--- config.mk ---
export PLATFORM = sky130hd
export DESIGN_NAME = fifo_burst_reader_flat
export DESIGN_NICKNAME = d
export VERILOG_FILES = /design/src/rtl/fifo_burst_reader_if.sv /design/src/rtl/fifo_burst_reader.sv /design/src/flat_wrapper.sv
export SDC_FILE = /design/constraint.sdc
export NUM_CORES = 1
export LEC_CHECK = 0
export CORE_ASPECT_RATIO = 0.9
export CORE_MARGIN = 2
export CORE_UTILIZATION = 51
export CTS_BUF_LIST = sky130_fd_sc_hd__clkbuf_2
export DETAILED_ROUTE_END_ITERATION = 8
export PLACE_DENSITY = 0.92
export REMOVE_ABC_BUFFERS = 1
export SYNTH_ARGS = -nofsm -noshare
export SYNTH_HDL_FRONTEND = slang
export SYNTH_SLANG_ARGS = --single-unit
--- constraint.sdc ---
create_clock -name rclk -period 2.6 [get_ports rclk]
set_input_delay 0.39 -clock rclk [delete_from_list [all_inputs] [get_ports rclk]]
set_output_delay 0.39 -clock rclk [all_outputs]
set_load 0.005 [all_outputs]
--- src/rtl/fifo_burst_reader_if.sv ---
// Read-side FIFO port plus the outgoing valid/ready beat stream of the burst reader.
// master is the reader; slave is the FIFO/downstream environment.
interface fifo_burst_reader_if #(
   parameter int DSIZE = 8,
   parameter int ASIZE = 4
);
   logic [DSIZE-1:0] rdata;
   logic             rempty;
   logic [ASIZE:0]   rdepth;
   logic             rinc;
   logic [DSIZE-1:0] m_data;
   logic             m_valid;
   logic             m_last;
   logic             m_ready;

   modport master (
      input  rdata, rempty, rdepth, m_ready,
      output rinc, m_data, m_valid, m_last
   );

   modport slave (
      output rdata, rempty, rdepth, m_ready,
      input  rinc, m_data, m_valid, m_last
   );
endinterface

--- src/rtl/fifo_burst_reader.sv ---
// Drains the read side of the dual-clock FIFO into valid/ready bursts of BURST_LEN beats,
// flushing a shorter burst on timeout or on request.
module fifo_burst_reader #(
   parameter int DSIZE     = 8,
   parameter int ASIZE     = 4,
   parameter int BURST_LEN = 8,
   parameter int TIMEOUT   = 255
) (
   input  logic                rclk,
   input  logic                rrst,
   fifo_burst_reader_if.master bus,
   input  logic                flush,
   output logic                busy,
   output logic                timeout_evt
);
   localparam int TW = $clog2(TIMEOUT + 1);
   localparam logic [ASIZE:0] FULL_LEN   = (ASIZE + 1)'(BURST_LEN);
   localparam logic [TW-1:0]  TIMER_LAST = TW'(TIMEOUT - 1);
   localparam logic [TW-1:0]  TIMER_MAX  = TW'(TIMEOUT);

   typedef enum logic [1:0] {S_IDLE, S_WAIT, S_BURST} state_t;

   state_t           state_reg, state_next;
   logic [ASIZE:0]   remaining_reg, remaining_next;
   logic [TW-1:0]    timer_reg, timer_next;
   logic [DSIZE-1:0] m_data_reg, m_data_next;
   logic             m_valid_reg, m_valid_next;
   logic             m_last_reg, m_last_next;
   logic             timeout_reg, timeout_next;
   logic             avail;
   logic             pop;

   always_ff @(posedge rclk) begin
      if (rrst) begin
         state_reg     <= S_IDLE;
         remaining_reg <= '0;
         timer_reg     <= '0;
         m_data_reg    <= '0;
         m_valid_reg   <= 1'b0;
         m_last_reg    <= 1'b0;
         timeout_reg   <= 1'b0;
      end else begin
         state_reg     <= state_next;
         remaining_reg <= remaining_next;
         timer_reg     <= timer_next;
         m_data_reg    <= m_data_next;
         m_valid_reg   <= m_valid_next;
         m_last_reg    <= m_last_next;
         timeout_reg   <= timeout_next;
      end
   end

   always_comb begin
      state_next     = state_reg;
      remaining_next = remaining_reg;
      timer_next     = timer_reg;
      m_data_next    = m_data_reg;
      m_valid_next   = m_valid_reg;
      m_last_next    = m_last_reg;
      timeout_next   = 1'b0;

      // A non-empty flag with zero depth is a CDC transient; treat it as empty.
      avail = !bus.rempty && (bus.rdepth != '0);
      pop   = (state_reg == S_BURST) && (remaining_reg != '0) && !bus.rempty &&
              (!m_valid_reg || bus.m_ready);

      case (state_reg)
         S_IDLE: begin
            if (avail) begin
               if (bus.rdepth >= FULL_LEN) begin
                  state_next     = S_BURST;
                  remaining_next = FULL_LEN;
               end else begin
                  state_next = S_WAIT;
                  timer_next = '0;
               end
            end
         end
         S_WAIT: begin
            if (timer_reg != TIMER_MAX) begin
               timer_next = timer_reg + 1'b1;
            end
            // A full burst wins over flush, and flush wins over timeout.
            if (bus.rdepth >= FULL_LEN) begin
               state_next     = S_BURST;
               remaining_next = FULL_LEN;
            end else if (flush) begin
               state_next     = S_BURST;
               remaining_next = bus.rdepth;
            end else if (timer_reg == TIMER_LAST) begin
               state_next     = S_BURST;
               remaining_next = bus.rdepth;
               timeout_next   = 1'b1;
            end
         end
         S_BURST: begin
            if (m_valid_reg && bus.m_ready && m_last_reg) begin
               state_next = S_IDLE;
            end
         end
         default: state_next = S_IDLE;
      endcase

      if (pop) begin
         m_data_next    = bus.rdata;
         m_valid_next   = 1'b1;
         m_last_next    = (remaining_reg == (ASIZE + 1)'(1));
         remaining_next = remaining_reg - 1'b1;
      end else if (m_valid_reg && bus.m_ready) begin
         m_valid_next = 1'b0;
         m_last_next  = 1'b0;
      end
   end

   assign bus.rinc    = pop && !rrst;
   assign bus.m_data  = m_data_reg;
   assign bus.m_valid = m_valid_reg;
   assign bus.m_last  = m_last_reg;
   assign busy        = (state_reg != S_IDLE);
   assign timeout_evt = timeout_reg;
endmodule

--- src/flat_wrapper.sv ---
// flat-port wrapper written by rule: the top's interface ports become plain ports
module fifo_burst_reader_flat 
#(
   parameter int DSIZE     = 8,
   parameter int ASIZE     = 4,
   parameter int BURST_LEN = 8,
   parameter int TIMEOUT   = 255
)
  (rclk, rrst, flush, busy, timeout_evt, bus_rdata, bus_rempty, bus_rdepth, bus_m_ready, bus_rinc, bus_m_data, bus_m_valid, bus_m_last);
  fifo_burst_reader_if #(.DSIZE(DSIZE), .ASIZE(ASIZE)) bus_i ();
  input  logic rclk;
  input  logic rrst;
  input  logic flush;
  output logic busy;
  output logic timeout_evt;
  input wire logic [$bits(bus_i.rdata)-1:0] bus_rdata;
  input wire logic [$bits(bus_i.rempty)-1:0] bus_rempty;
  input wire logic [$bits(bus_i.rdepth)-1:0] bus_rdepth;
  input wire logic [$bits(bus_i.m_ready)-1:0] bus_m_ready;
  output wire logic [$bits(bus_i.rinc)-1:0] bus_rinc;
  output wire logic [$bits(bus_i.m_data)-1:0] bus_m_data;
  output wire logic [$bits(bus_i.m_valid)-1:0] bus_m_valid;
  output wire logic [$bits(bus_i.m_last)-1:0] bus_m_last;
  assign bus_i.rdata = bus_rdata;
  assign bus_i.rempty = bus_rempty;
  assign bus_i.rdepth = bus_rdepth;
  assign bus_i.m_ready = bus_m_ready;
  assign bus_rinc = bus_i.rinc;
  assign bus_m_data = bus_i.m_data;
  assign bus_m_valid = bus_i.m_valid;
  assign bus_m_last = bus_i.m_last;
  fifo_burst_reader #(.DSIZE(DSIZE), .ASIZE(ASIZE), .BURST_LEN(BURST_LEN), .TIMEOUT(TIMEOUT)) u_core (.rclk(rclk), .rrst(rrst), .bus(bus_i), .flush(flush), .busy(busy), .timeout_evt(timeout_evt));
endmodule
==> reports/qor.yml <==
place:
  placed_area_um2: 1690
  dp_hpwl_mm: 2.54
  gp_congestion: 0.944
  io_buffers: 30
sta:
  hold_viol_final: 0
  rsz0062_at_grt: "no"
  setup_tns_ns: 0
  fmax_mhz: 413
  period_share: 0.931
  worst_clock_skew_ns: 0.00690
  finalCriticalPeriod_ns: 2.42
  worst_pin_slew_ns: 0.495
  final_max_slew_viol_count: 0
  maxSlewHeadroom: 0.667
  hold_ws_ns: 0.476
  setup_viol_count_final: 0
cts:
  clk_path_buf_depth: 2
  cts_tree: "yes"
  root_buffer: "clkbuf_2"
  clk_latency_ns: 0.35
  clock-sinks: 26
  cts_buffers: 3
  clk_pin_slew_ns: 0.23
  htree_levels: 1
logic_synthesis:
  yosysSeqAreaShare: 0.392
  synth_warnings: 0
  syn_inst: 167
  synthSimpleGateAreaFrac: 0.309
  synth_cell_types: 38
  synth_top_family_by_area: "simple AND/OR/NAND/NOR gates"
  avgSynthCellArea_um2: 7.96
  muxShareOfSynthArea: 0
  synth_xor_area_frac: 0.0527
  ys_ff_latch: 26
  synth.cell_area_um2: 1330
  synthArstFlopShare: 0
  ys.flop_type: "dfxtp_1"
  synth_compound_area_frac: 0.166
  synth_adder_area_share: 0.0471
  synth-edff-count: 0
setup_path:
  endpoint_kind: "primary output"
  r2r_cells: 7
  rrSetupSlack_ns: 0.56
  cp_slowest_stage_delay_ns: 0.48
  required_ns: 2.21
  rr_startpoint: "u_core.remaining_reg[1]"
  worstSetupEndpoint: "bus_rinc"
  start_kind: "flop"
  arrival_ns: 2.03
  worst-path-max-fanout: 4
  setup.worst_path.start: "u_core.remaining_reg[1]"
  slowest_stage: "or4b_4"
  r2r_end: "u_core.remaining_reg[0]"
  critical_path_class: "flop to primary output"
  cp_cell_sequence: "inv_2 -> ha_1 -> or4b_4 -> nand3_1 -> nor2_1 -> clkdlybuf4s50_1"
detailed_routing:
  vias: 1394
  finalWirelength_mm: 3.37
  wire_per_inst_um: 14.7
  first_iter_violations: 62
  drc: 0
  via_per_inst: 6.06
  ant_nets: 0
  drt-pass1-iter-count: 4
global_routing:
  antenna_found_initial: 0
  grt_max_degree: 23
  grt_pass1_wl_mm: 5.30
  grt_usage: 0.231
  grt_pass1_vias: 1219
  overflow: 0
run_status:
  status: "complete, no violations"
floorplanning:
  coreArea_um2: 2470
  io_pins: 31
  start_util: 0.539
  dieHeight_um: 52.4
  dieArea_um2: 3030
  die_x_um: 57.8
  num_rows: 17
pwr:
  ir_drop_mv: 0.357
  leakagePower_uw: 0.000580
  totalPowerFinal_uw: 735
  power_density_nw_per_um2: 428
cells_and_area:
  fillers: 192
  final_cell_area_um2: 1720
  area_growth_pct: 29.4
  fin_util: 0.697
  num_antenna_cells: 0
  num-nets-final: 226
  drive_gt1_frac: 0.0842
hold_path:
  hp-class: "flop to flop"
flow_run:
  cap_violations: 0
synth_stat cells (all sizes together), types with 5 or more instances:
| library cell | number | area [um2] |
|---|---|---|
| nand2b | 5 | 31.3 |
| ha | 5 | 62.6 |
| nand3 | 5 | 25.0 |
| dfxtp | 26 | 521 |
| clkbuf | 5 | 18.8 |
| nor4 | 7 | 43.8 |
| inv | 5 | 18.8 |
| nor2 | 14 | 52.6 |
| a21oi | 16 | 80.1 |
| xnor2 | 7 | 61.3 |
| nor3 | 8 | 40.0 |
| nand2 | 27 | 101 |
metrics by stage:
stage,setup slack [ns],std cells
CTS,0.104,229
detailed placement,0.238,225
global route,0.0305,230
global placement,0.269,225
finish,0.179,230
floorplan,0.695,160
power by group:
group	switching, uW	internal (uW)
registers	17.6	414
logic	72.5	80.6
clock network	117	33.4
total	207	528
logic make-up after synthesis:
logic type	count (synthesis)
adder cells (fa/ha/maj)	5
XOR/XNOR	8
buffers and inverters	12
flip-flops	26
AO/OA/AOI/OAI	34
AND/OR/NAND/NOR	82
cells in the final DEF (no fill, tap or decap), drive strengths merged, types with 2 or more instances in the layout:
cell type	n
o31ai	2
dfxtp	26
nor2	14
a211oi	2
or4	2
and2	2
nor4	7
inv	5
a31oi	2
clkbuf	3
nand2b	5
ha	5
nand3b	2
o21ai	2
buf	8
nand2	27
xnor2	7
nor3	8
clkdlybuf4s50	30
nand3	5
nand4	4
a21oi	16
layer usage:
layer  GRT usage  part of all wire  vias to the layer above
li1            -                 -                      669
met1       0.300              0.43                      648
met2       0.369              0.47                       67
met3      0.0519             0.082                       10
met4       0.101             0.025                        0
met5           0                 0                        -
worst min path at each step:
stage	start	to	slack [ns]	cells past startpoint
after floorplan	u_core.bus.m_data[0]	u_core.bus.m_data[0]	0.45	2
after global placement	u_core.bus.m_data[0]	u_core.bus.m_data[0]	0.44	2
after detailed placement	u_core.bus.m_data[0]	u_core.bus.m_data[0]	0.45	2
after CTS	u_core.bus.m_data[0]	u_core.bus.m_data[0]	0.47	2
after global routing	u_core.bus.m_data[7]	u_core.bus.m_data[7]	0.51	2
final	u_core.bus.m_data[6]	u_core.bus.m_data[6]	0.48	2
worst max-delay path, delay by kind of cell (launching register included):
kind / cells / cell delay, ns
fa+ha+maj: 1 / 0.14
buf+inv: 2 / 0.51
flops: 1 / 0.38
simple gates: 3 / 0.65
cell type report:
type	count	area (um2)	share of cell area
multi-input combinational	129	763	0.444
sequential	26	523	0.304
inverter	5	18.8	0.0109
clock buffer	3	15.0	0.00873
timing repair buffer	38	360	0.210
tap	28	35.0	0.0204
clock inverter	1	3.75	0.00218
timing repair:
item | CTS | global route
hold buffers | 0 | 0
setup endpoints to repair | 0 | 1
gates resized for setup | 0 | 4
setup buffers | 0 | 1
Note: power is estimated with default switching activity, not from simulation.
